[config.mk]
export PLATFORM = sky130hd
export DESIGN_NAME = draw_board_scan
export DESIGN_NICKNAME = d
export VERILOG_FILES = /design/src/rtl/draw_pkg.sv /design/src/rtl/cell_pixel_counter.sv /design/src/rtl/draw_board_scan.sv
export SDC_FILE = /design/constraint.sdc
export NUM_CORES = 1
export LEC_CHECK = 0
export BUFFER_PORTS_ARGS = -buffer_cell sky130_fd_sc_hd__buf_2
export CAP_MARGIN = 10
export CORE_UTILIZATION = 48
export CTS_BUF_LIST = sky130_fd_sc_hd__clkbuf_4 sky130_fd_sc_hd__clkbuf_8
export CTS_CLUSTER_DIAMETER = 150
export DETAILED_ROUTE_END_ITERATION = 10
export HOLD_SLACK_MARGIN = 0.15
export PLACE_DENSITY_LB_ADDON = 0.05
export SLEW_MARGIN = 20
export SYNTH_ARGS = -nofsm -noshare
export SYNTH_HDL_FRONTEND = slang
export SYNTH_SLANG_ARGS = --single-unit
[constraint.sdc]
create_clock -name clk -period 3.95 [get_ports clk]
set_input_delay 0 -clock clk [delete_from_list [all_inputs] [get_ports clk]]
set_output_delay 0 -clock clk [all_outputs]
set_load 0.05 [all_outputs]
[src/rtl/draw_pkg.sv]
// Shared definitions for the board renderer and the board logic that
// addresses the same RAM: geometry defaults, the empty-cell colour, the
// scan FSM encoding and the cell address mapping.
package draw_pkg;

    localparam int DEF_COLOUR_W    = 6;
    localparam int DEF_BOARD_W     = 10;
    localparam int DEF_BOARD_H     = 24;
    localparam int DEF_HIDDEN_ROWS = 4;

    // Colour value stored in a cell that holds no block.
    localparam int EMPTY_COLOUR    = 0;

    typedef enum logic [1:0] {
        ST_IDLE  = 2'd0,
        ST_FETCH = 2'd1,
        ST_DRAW  = 2'd2,
        ST_DONE  = 2'd3
    } scan_state_t;

    // Row-major board RAM layout: one word per cell.
    function automatic int unsigned cell_addr(input int unsigned row,
                                              input int unsigned col,
                                              input int unsigned board_w);
        return row * board_w + col;
    endfunction

endpackage

[src/rtl/cell_pixel_counter.sv]
// Pixel offset generator for one square cell of 2**CELL_LOG2 pixels per
// edge. ox runs fastest, oy steps when ox wraps. o_last flags the final
// pixel of the cell so the scanner knows when to move on.
module cell_pixel_counter #(
    parameter int CELL_LOG2 = 2
) (
    input  logic                 clk,
    input  logic                 reset,
    input  logic                 i_clear,
    input  logic                 i_en,
    output logic [CELL_LOG2-1:0] o_ox,
    output logic [CELL_LOG2-1:0] o_oy,
    output logic                 o_last
);

    // {oy, ox} kept as one counter so the ox wrap carries into oy for free.
    logic [2*CELL_LOG2-1:0] r_cnt;

    // Offset counter: clear wins over enable so each cell starts at (0,0).
    always_ff @(posedge clk or negedge reset) begin
        if (!reset) begin
            r_cnt <= '0;
        end else if (i_clear) begin
            r_cnt <= '0;
        end else if (i_en) begin
            r_cnt <= r_cnt + 1'b1;
        end
    end

    assign o_ox   = r_cnt[CELL_LOG2-1:0];
    assign o_oy   = r_cnt[2*CELL_LOG2-1:CELL_LOG2];
    assign o_last = &r_cnt;

endmodule

[src/rtl/draw_board_scan.sv]
// Board renderer: walks the visible rows of the board RAM cell by cell,
// fetches each colour and emits one VGA pixel write per clock for every
// pixel of the cell. Controlled by the game FSM through start/abort and
// reports progress with busy/done.
module draw_board_scan
    import draw_pkg::*;
#(
    parameter int BOARD_W     = DEF_BOARD_W,
    parameter int BOARD_H     = DEF_BOARD_H,
    parameter int HIDDEN_ROWS = DEF_HIDDEN_ROWS,
    parameter int CELL_LOG2   = 2,
    parameter int X_ORIGIN    = 0,
    parameter int Y_ORIGIN    = 0,
    parameter int COLOUR_W    = DEF_COLOUR_W,
    parameter int ADDR_W      = 8,
    parameter int RAM_LATENCY = 1,
    parameter int SKIP_EMPTY  = 0
) (
    input  logic                clk,
    input  logic                reset,
    input  logic                start,
    input  logic                abort,
    input  logic [COLOUR_W-1:0] ram_q,
    output logic [ADDR_W-1:0]   ram_addr,
    output logic [7:0]          x,
    output logic [6:0]          y,
    output logic [COLOUR_W-1:0] colour,
    output logic                plot,
    output logic                busy,
    output logic                done
);

    localparam int ROW_W  = $clog2(BOARD_H + 1);
    localparam int COL_W  = $clog2(BOARD_W + 1);
    localparam int CELL   = 1 << CELL_LOG2;
    localparam int MAX_X  = X_ORIGIN + BOARD_W * CELL - 1;
    localparam int MAX_Y  = Y_ORIGIN + (BOARD_H - HIDDEN_ROWS) * CELL - 1;

    // Geometry that cannot be represented on the outputs is rejected at
    // elaboration rather than silently wrapping on screen.
    if (MAX_X > 255) begin : g_bad_x
        $error("draw_board_scan: rightmost pixel x exceeds 255");
    end
    if (MAX_Y > 127) begin : g_bad_y
        $error("draw_board_scan: bottom pixel y exceeds 127");
    end
    if (BOARD_W * BOARD_H > (1 << ADDR_W)) begin : g_bad_addr
        $error("draw_board_scan: board does not fit in ADDR_W address bits");
    end
    if (RAM_LATENCY < 1 || RAM_LATENCY > 2) begin : g_bad_lat
        $error("draw_board_scan: RAM_LATENCY must be 1 or 2");
    end
    if (CELL_LOG2 < 1) begin : g_bad_cell
        $error("draw_board_scan: CELL_LOG2 must be at least 1");
    end
    if (HIDDEN_ROWS >= BOARD_H) begin : g_bad_rows
        $error("draw_board_scan: no visible rows");
    end

    scan_state_t          r_state;
    scan_state_t          w_next;

    logic [ROW_W-1:0]     r_row;
    logic [COL_W-1:0]     r_col;
    logic                 r_lat_cnt;
    logic [COLOUR_W-1:0]  r_cell_colour;

    // Last values presented on the bus, shown whenever the bus is idle.
    logic [ADDR_W-1:0]    r_addr_hold;
    logic [7:0]           r_x;
    logic [6:0]           r_y;
    logic [COLOUR_W-1:0]  r_colour;

    logic                 w_accept;
    logic                 w_advance;
    logic                 w_in_fetch;
    logic                 w_in_draw;
    logic                 w_fetch_last;
    logic                 w_skip;
    logic                 w_last_col;
    logic                 w_last_cell;
    logic                 w_pix_last;
    logic [CELL_LOG2-1:0] w_ox;
    logic [CELL_LOG2-1:0] w_oy;
    logic [ADDR_W-1:0]    w_addr;
    logic [9:0]           w_x10;
    logic [9:0]           w_y10;

    assign w_in_fetch  = (r_state == ST_FETCH);
    assign w_in_draw   = (r_state == ST_DRAW);
    assign w_last_col  = (r_col == COL_W'(BOARD_W - 1));
    assign w_last_cell = w_last_col && (r_row == ROW_W'(BOARD_H - 1));

    // With a one-cycle RAM every FETCH cycle is the sampling cycle; with a
    // two-cycle RAM the first cycle only waits for the data to arrive.
    assign w_fetch_last = (RAM_LATENCY == 1) ? 1'b1 : r_lat_cnt;

    // An empty cell is only elided when skipping is enabled.
    assign w_skip = (SKIP_EMPTY != 0) && (ram_q == COLOUR_W'(EMPTY_COLOUR));

    assign w_addr = ADDR_W'(cell_addr(32'(r_row), 32'(r_col), BOARD_W));

    // Screen position at full 10-bit precision; the elaboration checks
    // above guarantee the truncation to 8/7 bits never loses information.
    assign w_x10 = 10'(X_ORIGIN) + (10'(r_col) << CELL_LOG2) + 10'(w_ox);
    assign w_y10 = 10'(Y_ORIGIN)
                 + ((10'(r_row) - 10'(HIDDEN_ROWS)) << CELL_LOG2)
                 + 10'(w_oy);

    cell_pixel_counter #(
        .CELL_LOG2 (CELL_LOG2)
    ) u_pix (
        .clk     (clk),
        .reset   (reset),
        .i_clear (!w_in_draw),
        .i_en    (w_in_draw),
        .o_ox    (w_ox),
        .o_oy    (w_oy),
        .o_last  (w_pix_last)
    );

    // Scan state register.
    always_ff @(posedge clk or negedge reset) begin
        if (!reset) begin
            r_state <= ST_IDLE;
        end else begin
            r_state <= w_next;
        end
    end

    // Next-state logic plus the accept/advance strobes that steer the
    // row/column walk. Abort outranks everything while a scan is active.
    always_comb begin
        w_next    = r_state;
        w_accept  = 1'b0;
        w_advance = 1'b0;
        case (r_state)
            ST_IDLE: begin
                if (start) begin
                    w_next   = ST_FETCH;
                    w_accept = 1'b1;
                end
            end
            ST_FETCH: begin
                if (abort) begin
                    w_next = ST_DONE;
                end else if (w_fetch_last) begin
                    if (w_skip) begin
                        w_advance = 1'b1;
                        w_next    = w_last_cell ? ST_DONE : ST_FETCH;
                    end else begin
                        w_next = ST_DRAW;
                    end
                end
            end
            ST_DRAW: begin
                if (abort) begin
                    w_next = ST_DONE;
                end else if (w_pix_last) begin
                    w_advance = 1'b1;
                    w_next    = w_last_cell ? ST_DONE : ST_FETCH;
                end
            end
            ST_DONE: begin
                // Back-to-back scans: a start seen here skips IDLE.
                if (start) begin
                    w_next   = ST_FETCH;
                    w_accept = 1'b1;
                end else begin
                    w_next = ST_IDLE;
                end
            end
            default: w_next = ST_IDLE;
        endcase
    end

    // Row/column walk over the visible part of the board, row-major.
    always_ff @(posedge clk or negedge reset) begin
        if (!reset) begin
            r_row <= '0;
            r_col <= '0;
        end else if (w_accept) begin
            r_row <= ROW_W'(HIDDEN_ROWS);
            r_col <= '0;
        end else if (w_advance && !w_last_cell) begin
            if (w_last_col) begin
                r_col <= '0;
                r_row <= r_row + 1'b1;
            end else begin
                r_col <= r_col + 1'b1;
            end
        end
    end

    // RAM wait counter: marks the second FETCH cycle of a two-cycle read.
    always_ff @(posedge clk or negedge reset) begin
        if (!reset) begin
            r_lat_cnt <= 1'b0;
        end else begin
            r_lat_cnt <= w_in_fetch && !w_fetch_last && !abort;
        end
    end

    // Capture the cell colour on the cycle the RAM data is valid.
    always_ff @(posedge clk or negedge reset) begin
        if (!reset) begin
            r_cell_colour <= '0;
        end else if (w_in_fetch && w_fetch_last) begin
            r_cell_colour <= ram_q;
        end
    end

    // Remember the last address and pixel so the outputs hold when idle.
    always_ff @(posedge clk or negedge reset) begin
        if (!reset) begin
            r_addr_hold <= '0;
            r_x         <= '0;
            r_y         <= '0;
            r_colour    <= '0;
        end else begin
            if (w_in_fetch) begin
                r_addr_hold <= w_addr;
            end
            if (w_in_draw) begin
                r_x      <= 8'(w_x10);
                r_y      <= 7'(w_y10);
                r_colour <= r_cell_colour;
            end
        end
    end

    // Live values while active, held values otherwise; all of these fall
    // to zero the moment reset asserts because they hinge on r_state.
    assign ram_addr = w_in_fetch ? w_addr        : r_addr_hold;
    assign x        = w_in_draw  ? 8'(w_x10)     : r_x;
    assign y        = w_in_draw  ? 7'(w_y10)     : r_y;
    assign colour   = w_in_draw  ? r_cell_colour : r_colour;
    assign plot     = w_in_draw;
    assign busy     = w_in_fetch || w_in_draw;
    assign done     = (r_state == ST_DONE);

endmodule
* After elaboration in Yosys (flattened, before gate mapping)
Cells that the tools add are included.
** Word-level totals
- Register bits after elaboration :: 50
- Input bits :: 10
- Output and inout bits :: 32
** Operators by class
- Add/sub/neg operators :: 7
- Multipliers :: 1
- Equality and inequality tests :: 7
- Muxes and demuxes :: 23
- Reductions and logical operators :: 11
** Operator list (count)
- $mux 4 :: 4
- $mux 8 :: 2
- $mux 5 :: 3
- $add 4x1->4 const B :: 2
- $add 8x4->8 :: 1
- $mux 2 :: 4
- $pmux 2 s4 :: 1
- $add 6x2->7 :: 1
- $add 7x3->7 :: 1
- $mul 5x3->7 const B :: 1
- $mux 1 :: 7
- $mux 7 :: 1
- $mux 6 :: 1
- $add 5x1->5 const B :: 1
- $eq 5x5->1 const B :: 1
- $sub 5x3->5 const B :: 1
- $eq 2x2->1 const B :: 2
- $eq 4x4->1 const B :: 1
- $reduce_and 2->1 :: 2
- $reduce_and 4->1 :: 1
- $reduce_bool 2->1 :: 2
- $ne 3x2->1 const B :: 1
- $eq 2x1->1 const B :: 1
- $logic_and 1x1->1 :: 2
- 5 further kinds :: 5

* Depth between registers and ports, before layout
Gate-level depths: netlist of run 1.
- Depth in word-level cells :: 7
- Mapped depth :: 7
- Depth with buffers taken out :: 7

* Hierarchy
Synthesis of run 1 repeated with hierarchy kept, for this count alone.
** Second synthesis, totals
- Cell total of the unflattened synthesis :: 206
- Area total of the unflattened synthesis :: 2523.7 sq um
** Modules (own cells, without submodules)
- draw_board_scan :: times used 1, cells each 189, area an instance 2324.7 sq um, seq. area each 1151.1 sq um
- cell_pixel_counter :: times used 1, cells each 17, area an instance 198.9 sq um, seq. area each 100.1 sq um

* Worst setup path before layout of run 1
Ideal clock, no wire load.
- Path kind :: register to register
- Start :: register r_row[1]
- End :: register r_addr_hold[5]
- Data arrival time :: 2414 ps
- Required time :: 3735 ps
- Setup slack :: 1321 ps
- Stages on the path, launching flop included :: 6
- Period minus slack after synthesis :: 2629 ps
- Cells stage by stage :: dfrtp_1 ha_1 ha_1 fa_1 xor2_1 a21oi_1
** On the way
- Cells in the longest elaborated chain, start to end :: 3
** Ends and longest elaborated chain
- from (decl) :: line draw_board_scan.sv:63 : logic [ROW_W-1:0] r_row;
- from (signal assigned) :: line draw_board_scan.sv:183 : r_row <= ROW_W'(HIDDEN_ROWS);
- from (signal assigned) :: line draw_board_scan.sv:188 : r_row <= r_row + 1'b1;
- $mul 5x3->7 :: line draw_pkg.sv:25 : return row * board_w + col;
- $add 8x4->8 :: line draw_pkg.sv:25
- $mux 8
- named net ram_addr[5] :: line draw_board_scan.sv:24 : output logic [ADDR_W-1:0] ram_addr,
- to (signal assigned) :: line draw_board_scan.sv:222 : r_addr_hold <= w_addr;
- to (decl) :: line draw_board_scan.sv:69 : logic [ADDR_W-1:0] r_addr_hold;
The timed path passes the listed nets, and every way through them passes these cells.
A chain may end at the register's enable or synchronous reset.

* Worst setup path after layout of run 1
- Start :: register r_row[1]
- End :: output ram_addr[7]
** On the way
- Cells in the longest elaborated chain, start to end :: 3
** Ends and longest elaborated chain
- $mul 5x3->7 :: line draw_pkg.sv:25
- $add 8x4->8 :: line draw_pkg.sv:25
- $mux 8 :: line draw_board_scan.sv:234 : assign ram_addr = w_in_fetch ? w_addr : r_addr_hold;
- to (decl) :: line draw_board_scan.sv:24
Every way passes these cells.

==> run metrics, run 1 <==
hold crit path type=in -> async; Final Cell Area=approximately 3000 um2; GRT Residual Overflow=0; CTS tree=done; setup tns final=0 ns; Buffers on Ports=41; Setup CP Type=reg -> out; Pins Over Slew Limit=0; cell leakage power=1.52 nW; vias in the first global route=between 1500 and 2000; RSZ-0062 raised after global routing=false; post-cts resize count=0; FP Rows=25; Relative slew margins=between 50% and 60%; Syn Inst Count=200; Setup WS pre-CTS=~1.3 ns; cts hold-fix bufs=10; ys async rst share=between 90% and 100%; DR WL/cell=~14 um; Via density=approximately 5.2; area grow syn2layout=19.8%; routability congestion estimate=around 0.78; final setup fails=0; EDFF count, synth=0; cell mode on critical path=ha_1; Seq/Total Area, Yosys=between 50% and 60%; # IOs=42; Die H=around 74 um; initial core utilization=about half; Top FF cell, synth=dfrtp_1; Routed Wire Length=about 4.6 mm; Post-DRT Antenna Nets=0; dpl hpwl=~3.4 mm; Net count, final=between 200 and 300; Cell variety after synth=39; vias post-DR=between 1500 and 2000; crit path buf inv count=1; Total Routing Usage GR=about a fifth; Initial DRC Count=~50; CTS max path bufs=2; Ant. Diodes=0; root buffer cell=clkbuf_8; CP max stage delay=approximately 0.46 ns; post-CTS setup buffers=0; Worst-Skew Late Latency=approximately 0.3 ns; startpoint types=flip-flop; CTS Buf Count=5; post-synthesis register bit count=50; Core Area=approximately 5000 um2; Yosys warning total=0; Hold Vio Cnt, Final=0; Final Cycle Share=76.5%; cell family with most CP delay=adder cells; crit path capture type=primary output; Final WS setup=a little over 0.9 ns; initial antenna violation count=0; PwrDens=roughly 630 nW/um2; Worst Tran Pin Value=0.629 ns; die footprint=approximately 5500 um2; clock-pin slew on the worst setup and hold paths=about 0.090 ns; H-Tree Depth=2; largest net degree at the start of global routing=between 50 and 60; first-pass GRT wire length=around 8.1 mm; clock skew=about 0.0092 ns; Max VDD drop=705 uV; max-cap violations=0; commonest non-fill, non-tap cells in the layout=dfrtp_1 (50), buf_2 (40), mux2_2 (28); width of the chip=approximately 74 um; Syn Nets=233; Crit path depth=8; CP Cell Sequence=ha_1 > ha_1 > fa_1 > xor2_1 > o2111ai_1 > xnor3_1 > mux2_2 > buf_2; CP Data Arrival Time=roughly 3.0 ns; Worst Path Max Fanout=7; Period minus WS final=3.02 ns; layout cells sized above 1=approximately 33%; Area after DPL=~2800 um2; outcome=finished, final reports clean; commonest non-fill, non-tap cell in the layout=dfrtp_1; clock sinks=50; First-pass DRT Iterations=2; FF-to-FF path depth=7; fmax=around 0.33 GHz; Post-route DRC=0; WP data required=3.95 ns; slowest CP cell=dfrtp_1; Hold WS=roughly 0.25 ns; Mapped Area=between 2000 and 3000 um2; synthesized area per cell=around 13 um2; final core utilization=between 60% and 70%
-- final timing paths --
kind	start	to	slack, ns
worst min-delay path	reset	r_y[1]	0.25
worst min register to register	u_pix.r_cnt[0]	u_pix.r_cnt[0]	0.49
min in group clk	ram_q[5]	r_cell_colour[5]	0.48
worst max register to register	r_row[1]	r_addr_hold[7]	1.33
worst max-delay path	r_row[1]	ram_addr[7]	0.93
max in group asynchronous	reset	r_cell_colour[1]	3.25
-- report_power, final --
part | internal (mW) | total [mW] | switching [mW]
Combinational | 0.265 | 0.856 | 0.591
Clock | 0.196 | 0.356 | 0.161
Sequential | 0.617 | 0.667 | 0.0505
Total | 1.08 | 1.88 | 0.802
-- cell families (layout without fill, tap and decap cells) --
family	after synthesis	in the layout	synth area share, %
buf+inv	18	73	2.85
xor+xnor	9	9	3.70
flops	50	50	50.0
mux	32	32	14.2
simple gates	42	42	10.9
compound gates	26	26	6.25
fa+ha+maj	23	23	12.1
-- worst register-to-register path, cell delays in order, from the launching register on --
cell and delay [ns]:
dfrtp_1 0.46, ha_1 0.33, ha_1 0.23, fa_1 0.39, xor2_1 0.27, o2111ai_1 0.19, xnor3_1 0.37, mux2_2 0.28
-- cells in the mapped netlist, types with 2 or more instances --
library cell   n  area (um2)
o31ai_1        2        15.0
and2_1         3        18.8
nor2_1        10        37.5
buf_2          3        15.0
xor2_1         4        35.0
o21ai_0        7        35.0
fa_1           2        40.0
inv_1         12        45.0
ha_1          21         263
dfrtp_1       50        1250
clkbuf_1       2        7.51
a21oi_1       11        55.1
xnor2_1        4        35.0
nor2b_1        6        37.5
mux2_2        28         315
nand3_1        6        30.0
nand2_1        2        7.51
or3_1          3        18.8
mux2i_1        4        40.0
-- layer usage --
metal,global-route usage [%],vias to the layer above,wire [um]
met3,4.74,4,159
met1,22.4,850,2000
met4,5.34,0,34
met2,35.6,28,2450
li1,-,796,-
met5,0,-,0
-- stage by stage --
| step | power [mW] | cells |
|---|---|---|
| final | 1.88 | 322 |
| after global routing | 1.98 | 322 |
| after CTS | 1.90 | 322 |
| after detailed placement | 1.53 | 304 |
| after global placement | 1.49 | 304 |
| after floorplan | 1.35 | 200 |
-- state kept, by name (all words and copies together), names as in the netlist --
signal and flops:
r_x 8, r_colour 6, r_y 7, r_addr_hold 8, u_pix.r_cnt 4, r_state 2, r_cell_colour 6, r_row 5
r_col 4
-- cell type report --
| type | count | area [um2] |
|---|---|---|
| clock inverter | 2 | 37.5 |
| fill | 413 | 1880 |
| sequential | 50 | 1250 |
| tap | 67 | 83.8 |
| multi-input combinational | 132 | 1180 |
| inverter | 12 | 45.0 |
| clock buffer | 6 | 76.3 |
| timing repair buffer | 53 | 323 |
Power figures use the tool's default switching activity.
==> run 2, diff against run 1 <==
- clock period: 3.95 -> 3 ns (I/O delays scaled with it)
==> run 2 against run 1 <==
  * Design area is 0.75% higher
  * First-iteration DRC count is 9.8% lower
  * Sequential cell count stayed put
  * Die area stayed put
==> run metrics, run 2 (synthesis gave the netlist of run 1 again) <==
commonest non-fill, non-tap cell in the layout=dfrtp_1; cell leakage power=1.51 nW (-0.25%); CP max stage delay=0.46 ns (about the same); Post-DRT Antenna Nets=0 (unchanged); CTS Buf Count=5 (unchanged); root buffer cell=clkbuf_8; Worst-Skew Late Latency=0.30 ns (about the same); fmax=0.352 GHz; WP data required=3.00 ns (-0.95 ns); slowest CP cell=dfrtp_2; Routed Wire Length=4.65 mm (+0.13%); origin of the critical flop-to-flop path=r_row[1]; first-pass GRT wire length=8.14 mm (+0.43%); FP Rows=25 (unchanged); Net count, final=287 (unchanged); clock skew=0.00866 ns (-0.000539 ns); flop-to-flop setup slack=0.54 ns (-0.79 ns); Initial DRC Count=46 (-9.8%); RSZ-0062 raised after global routing=false; Design Power=2.48 mW (+32%); largest net degree at the start of global routing=51 (unchanged); dpl hpwl=3.43 mm (unchanged); GRT Residual Overflow=0 (unchanged); Gate power share=45.5% (about the same); CTS max path bufs=2 (unchanged); FF-to-FF path depth=7 (unchanged); PwrDens=820 nW/um2 (+31%); layout cells sized above 1=34.9% (+1.6 points); Via density=5.20 (-0.30%); DR WL/cell=14.5 um (+0.13%); Setup CP Type=reg -> out; Hold Vio Cnt, Final=0 (unchanged); switching pwr=1.06 mW (+32%); commonest non-fill, non-tap cells in the layout=dfrtp_1 (49), buf_2 (38), mux2_2 (28); CP Data Arrival Time=2.84 ns (-0.18 ns); CP Cell Sequence=ha_1 > ha_1 > fa_2 > xor2_2 > o2111ai_2 > xnor3_1 > mux2_2 > buf_4; initial antenna violation count=0 (unchanged); # IOs=42 (unchanged); Worst Tran Pin Value=0.626 ns (-0.00340 ns); Pins Over Slew Limit=0 (unchanged); Relative slew margins=58.3% (+0.23 points); outcome=finished, final reports clean; part of the power in registers=35.5% (about the same); First-pass DRT Iterations=2 (unchanged); clock sinks=50 (unchanged); startpoint types=flip-flop; routability congestion estimate=0.778 (unchanged); final setup fails=0 (unchanged); worst reg2reg path endpoint=r_addr_hold[7]; Period minus WS final=~2.8 ns; Worst Path Max Fanout=7 (unchanged); vias in the first global route=1825 (+0.66%); switching part of the total power=42.6% (about the same); die footprint=5500 um2 (unchanged); Core Area=4880 um2 (unchanged); Internal=1.42 mW (+32%); clock-pin slew on the worst setup and hold paths=0.09 ns (about the same); setup tns final=0 ns (unchanged); width of the chip=74.2 um (unchanged); Ant. Diodes=0 (unchanged); non-filler instance count after layout=322 (unchanged); Total Routing Usage GR=19.4% (+0.064 points); Max VDD drop=928 uV (+32%); Post-route DRC=0 (unchanged); initial core utilization=51.3% (unchanged); Die H=74.2 um (unchanged); Buffers on Ports=41 (unchanged); largest registers=r_addr_hold x8, r_x x8, r_y x7; hold crit path type=in -> async; cell mode on critical path=ha_1; crit path capture type=primary output; dpl cells=304 (unchanged); area grow syn2layout=20.7%; Final Cycle Share=between 90% and 100%; Clk pwr share=18.9% (about the same); max-cap violations=0 (unchanged); H-Tree Depth=2 (unchanged); vias post-DR=1673 (-0.30%); CTS tree=done
==> run 2: changes by cell type in the layout (fill, tap and decap cells not counted) <==
cell       delta
dfrtp_1       -1
fa_2          +1
xor2_1        -1
fa_1          -1
xor2_2        +1
dfrtp_2       +1
o2111ai_2     +1
o2111ai_1     -1
buf_2         -2
buf_4         +1
clkbuf_4      +1
==> run 2: power groups by stage <==
| stage | sequential (mW) | clock (mW) | combinational [mW] |
|---|---|---|---|
| 6_report | 0.879 | 0.469 | 1.13 |
| 5_1_grt | 0.895 | 0.512 | 1.20 |
| 4_1_cts | 0.879 | 0.489 | 1.14 |
| 3_5_place_dp | 0.893 | 0 | 1.12 |
| 3_3_place_gp | 0.879 | 0 | 1.08 |
| 2_1_floorplan | 0.871 | 0 | 0.908 |
==> run 2: worst max-delay path by stage <==
stage                         from             end  slack, ns
after floorplan           r_row[1]  r_addr_hold[5]       0.37
after global placement    r_row[1]     ram_addr[7]       0.44
after detailed placement  r_row[1]     ram_addr[7]       0.32
after CTS                 r_row[1]     ram_addr[7]       0.02
after global routing      r_row[1]     ram_addr[7]       0.02
final                     r_row[1]     ram_addr[7]       0.16
==> run 2: worst max-delay path: cells and delay by family, from the launching register on <==
kind | cells | cell delay (ns)
AO/OA/AOI/OAI | 1 | 0.15
XOR/XNOR | 2 | 0.56
adder cells (fa/ha/maj) | 3 | 0.91
buffers and inverters | 1 | 0.19
flip-flops | 1 | 0.46
multiplexers | 1 | 0.28
==> run 2: metal layers <==
layer,global-route usage (%),vias up,wire (um)
met4,5.34,0,34
met5,0,-,0
met2,35.7,28,2430
li1,-,795,-
met3,4.74,4,162
met1,22.5,846,2030
==> run 2: timing repair <==
action	in CTS	in global routing
pin swaps	0	1
endpoints found under the setup margin	1	1
hold buffers	10	0
resized for setup	2	5
buffers inserted	0	0
endpoints found under the hold margin	58	0
==> run 2: layout make-up <==
type | count | area (um2)
clock buffer | 6 | 76.3
multi-input combinational | 132 | 1190
fill | 413 | 1860
timing repair buffer | 53 | 328
tap | 67 | 83.8
clock inverter | 2 | 37.5
inverter | 12 | 45.0
sequential | 50 | 1250
==> run 2: through the flow <==
| stage | util (%) | hold slack, ns | cell area [um2] | worst slack [ns] |
|---|---|---|---|---|
| after floorplan | - | -0.296 | 2500 | 0.371 |
| after global placement | 56.9 | 0.233 | 2780 | 0.440 |
| after detailed placement | 56.9 | 0.242 | 2780 | 0.318 |
| after CTS | 61.5 | 0.464 | 3000 | 0.0176 |
| after global routing | 61.8 | 0.329 | 3020 | 0.0182 |
| final | 61.8 | 0.261 | 3020 | 0.156 |
==> run 3, diff against run 2 <==
- RECOVER_POWER: unset -> 100
==> run 3 against run 2 <==
  * Wire length about the same
  * Clock-buffer cell count unchanged
  * Clock skew about the same
==> run metrics, run 3 (synthesis gave the netlist of run 1 again) <==
origin of the critical flop-to-flop path=r_state[1]; PwrDens=825 nW/um2 (+0.61%); flop-to-flop setup slack=0.51 ns (-0.03 ns); non-filler instance count after layout=322 (unchanged); switching pwr=1.06 mW (about the same); Total Routing Usage GR=19.4% (unchanged); Net count, final=287 (unchanged); H-Tree Depth=2 (unchanged); routability congestion estimate=0.778 (unchanged); Hold Vio Cnt, Final=0 (unchanged); area grow syn2layout=17.6%; Core Area=4880 um2 (unchanged); FP Rows=25 (unchanged); post-CTS setup buffers=0 (unchanged); CP Data Arrival Time=2.83 ns (about the same); root buffer cell=clkbuf_8; final setup fails=0 (unchanged); Worst-Skew Late Latency=0.30 ns (about the same); Die H=74.2 um (unchanged); part of the power in registers=36.2% (+0.7 points); Pins Over Slew Limit=0 (unchanged); crit path capture type=primary output; GRT Residual Overflow=0 (unchanged); commonest non-fill, non-tap cell in the layout=dfrtp_1; switching part of the total power=43.5% (+0.84 points); Period minus WS final=2.83 ns (-0.00935 ns); Relative slew margins=18.5% (-40 points); CTS tree=done; Post-DRT Antenna Nets=0 (unchanged); FF-to-FF path depth=7 (unchanged); layout cells sized above 1=18.8% (-16 points); initial antenna violation count=0 (unchanged); Initial DRC Count=56 (+22%); Hold WS=0.477 ns (+0.216 ns); clock sinks=50 (unchanged); Worst Setup SP=r_row[1]; largest registers=r_addr_hold x8, r_x x8, r_y x7; DR WL/cell=14.4 um (about the same); hold crit path type=in -> async; first-pass GRT wire length=8.14 mm (unchanged); Final WS setup=0.166 ns (+0.00935 ns); Worst Tran Pin Value=1.22 ns (+0.597 ns); max-cap violations=0 (unchanged); clock skew=0.00886 ns (+0.000191 ns); Worst Path Max Fanout=7 (unchanged); Final Cell Area=2940 um2 (-2.6%); Ant. Diodes=0 (unchanged); Max VDD drop=896 uV (-3.4%); clock-pin slew on the worst setup and hold paths=0.08 ns (about the same); CTS Buf Count=5 (unchanged); final core utilization=60.3% (-1.6 points); outcome=finished, final reports clean; # IOs=42 (unchanged); worst setup path endpoint=ram_addr[7]; initial core utilization=51.3% (unchanged); Design Power=2.43 mW (-2.0%); WP data required=3.00 ns (about the same); Routed Wire Length=4.65 mm (about the same); Setup CP Type=reg -> out; First-pass DRT Iterations=4 (+2); Area after DPL=2780 um2 (unchanged); commonest non-fill, non-tap cells in the layout=dfrtp_1 (49), clkbuf_1 (31), mux2_2 (22); width of the chip=74.2 um (unchanged); vias post-DR=1670 (-0.18%); vias in the first global route=1825 (unchanged); dpl cells=304 (unchanged); dpl hpwl=3.43 mm (unchanged); Post-route DRC=0 (unchanged); RSZ-0062 raised after global routing=false; Setup WS pre-CTS=0.318 ns (unchanged); Gate power share=44.4% (-1.1 points); fmax=0.353 GHz (+0.33%); die footprint=5500 um2 (unchanged); worst reg2reg path endpoint=r_state[0]; cell leakage power=1.40 nW (-7.8%); startpoint types=flip-flop; Internal=1.37 mW (-3.4%); CTS max path bufs=2 (unchanged); largest net degree at the start of global routing=51 (unchanged); Buffers on Ports=41 (unchanged); Final Cycle Share=94.5% (-0.31 points); setup tns final=0 ns (unchanged); Clk pwr share=19.4% (+0.5 points); Via density=5.19 (-0.18%)
run 3: worst max-delay path: stages (launching register included):
cell and delay, ns:
dfrtp_2 0.46, ha_1 0.31, ha_1 0.23, fa_2 0.57, o2111ai_2 0.14, xnor3_1 0.35, mux2_2 0.28, buf_4 0.19
run 3: worst min path at each step:
| stage | endpoint | slack [ns] | cells after the start |
|---|---|---|---|
| finish | r_x[7] | 0.48 | 2 |
| global placement | r_cell_colour[4] | 0.23 | 2 |
| floorplan | r_addr_hold[0] | -0.30 | 0 |
| global route | r_cell_colour[5] | 0.47 | 3 |
| detailed placement | r_cell_colour[5] | 0.24 | 2 |
| CTS | r_cell_colour[4] | 0.46 | 3 |
run 3: final cells by class:
type / count / area, um2
fill: 439 / 1940
sequential: 50 / 1250
multi-input combinational: 132 / 1160
timing repair buffer: 53 / 284
tap: 67 / 83.8
clock buffer: 6 / 76.3
inverter: 12 / 45.0
clock inverter: 2 / 37.5
run 3: routing by layer:
| metal | vias up | track usage (%) | wire length [um] |
|---|---|---|---|
| li1 | 797 | - | - |
| met1 | 836 | 22.5 | 2010 |
| met3 | 5 | 4.74 | 161 |
| met5 | - | 0 | 0 |
| met4 | 0 | 5.34 | 34 |
| met2 | 32 | 35.7 | 2440 |
run 3: power by group through the flow:
stage	Clock [mW]	Sequential, mW	Combinational (mW)
6_report	0.471	0.877	1.08
5_1_grt	0.512	0.895	1.15
4_1_cts	0.489	0.879	1.14
3_5_place_dp	0	0.893	1.12
3_3_place_gp	0	0.879	1.08
2_1_floorplan	0	0.871	0.908
run 3: timing repair:
item / in CTS / in global routing
pin swaps: 0 / 1
setup endpoints to repair: 1 / 1
hold buffers: 10 / 0
endpoints found under the hold margin: 58 / 0
resized for setup: 2 / 5
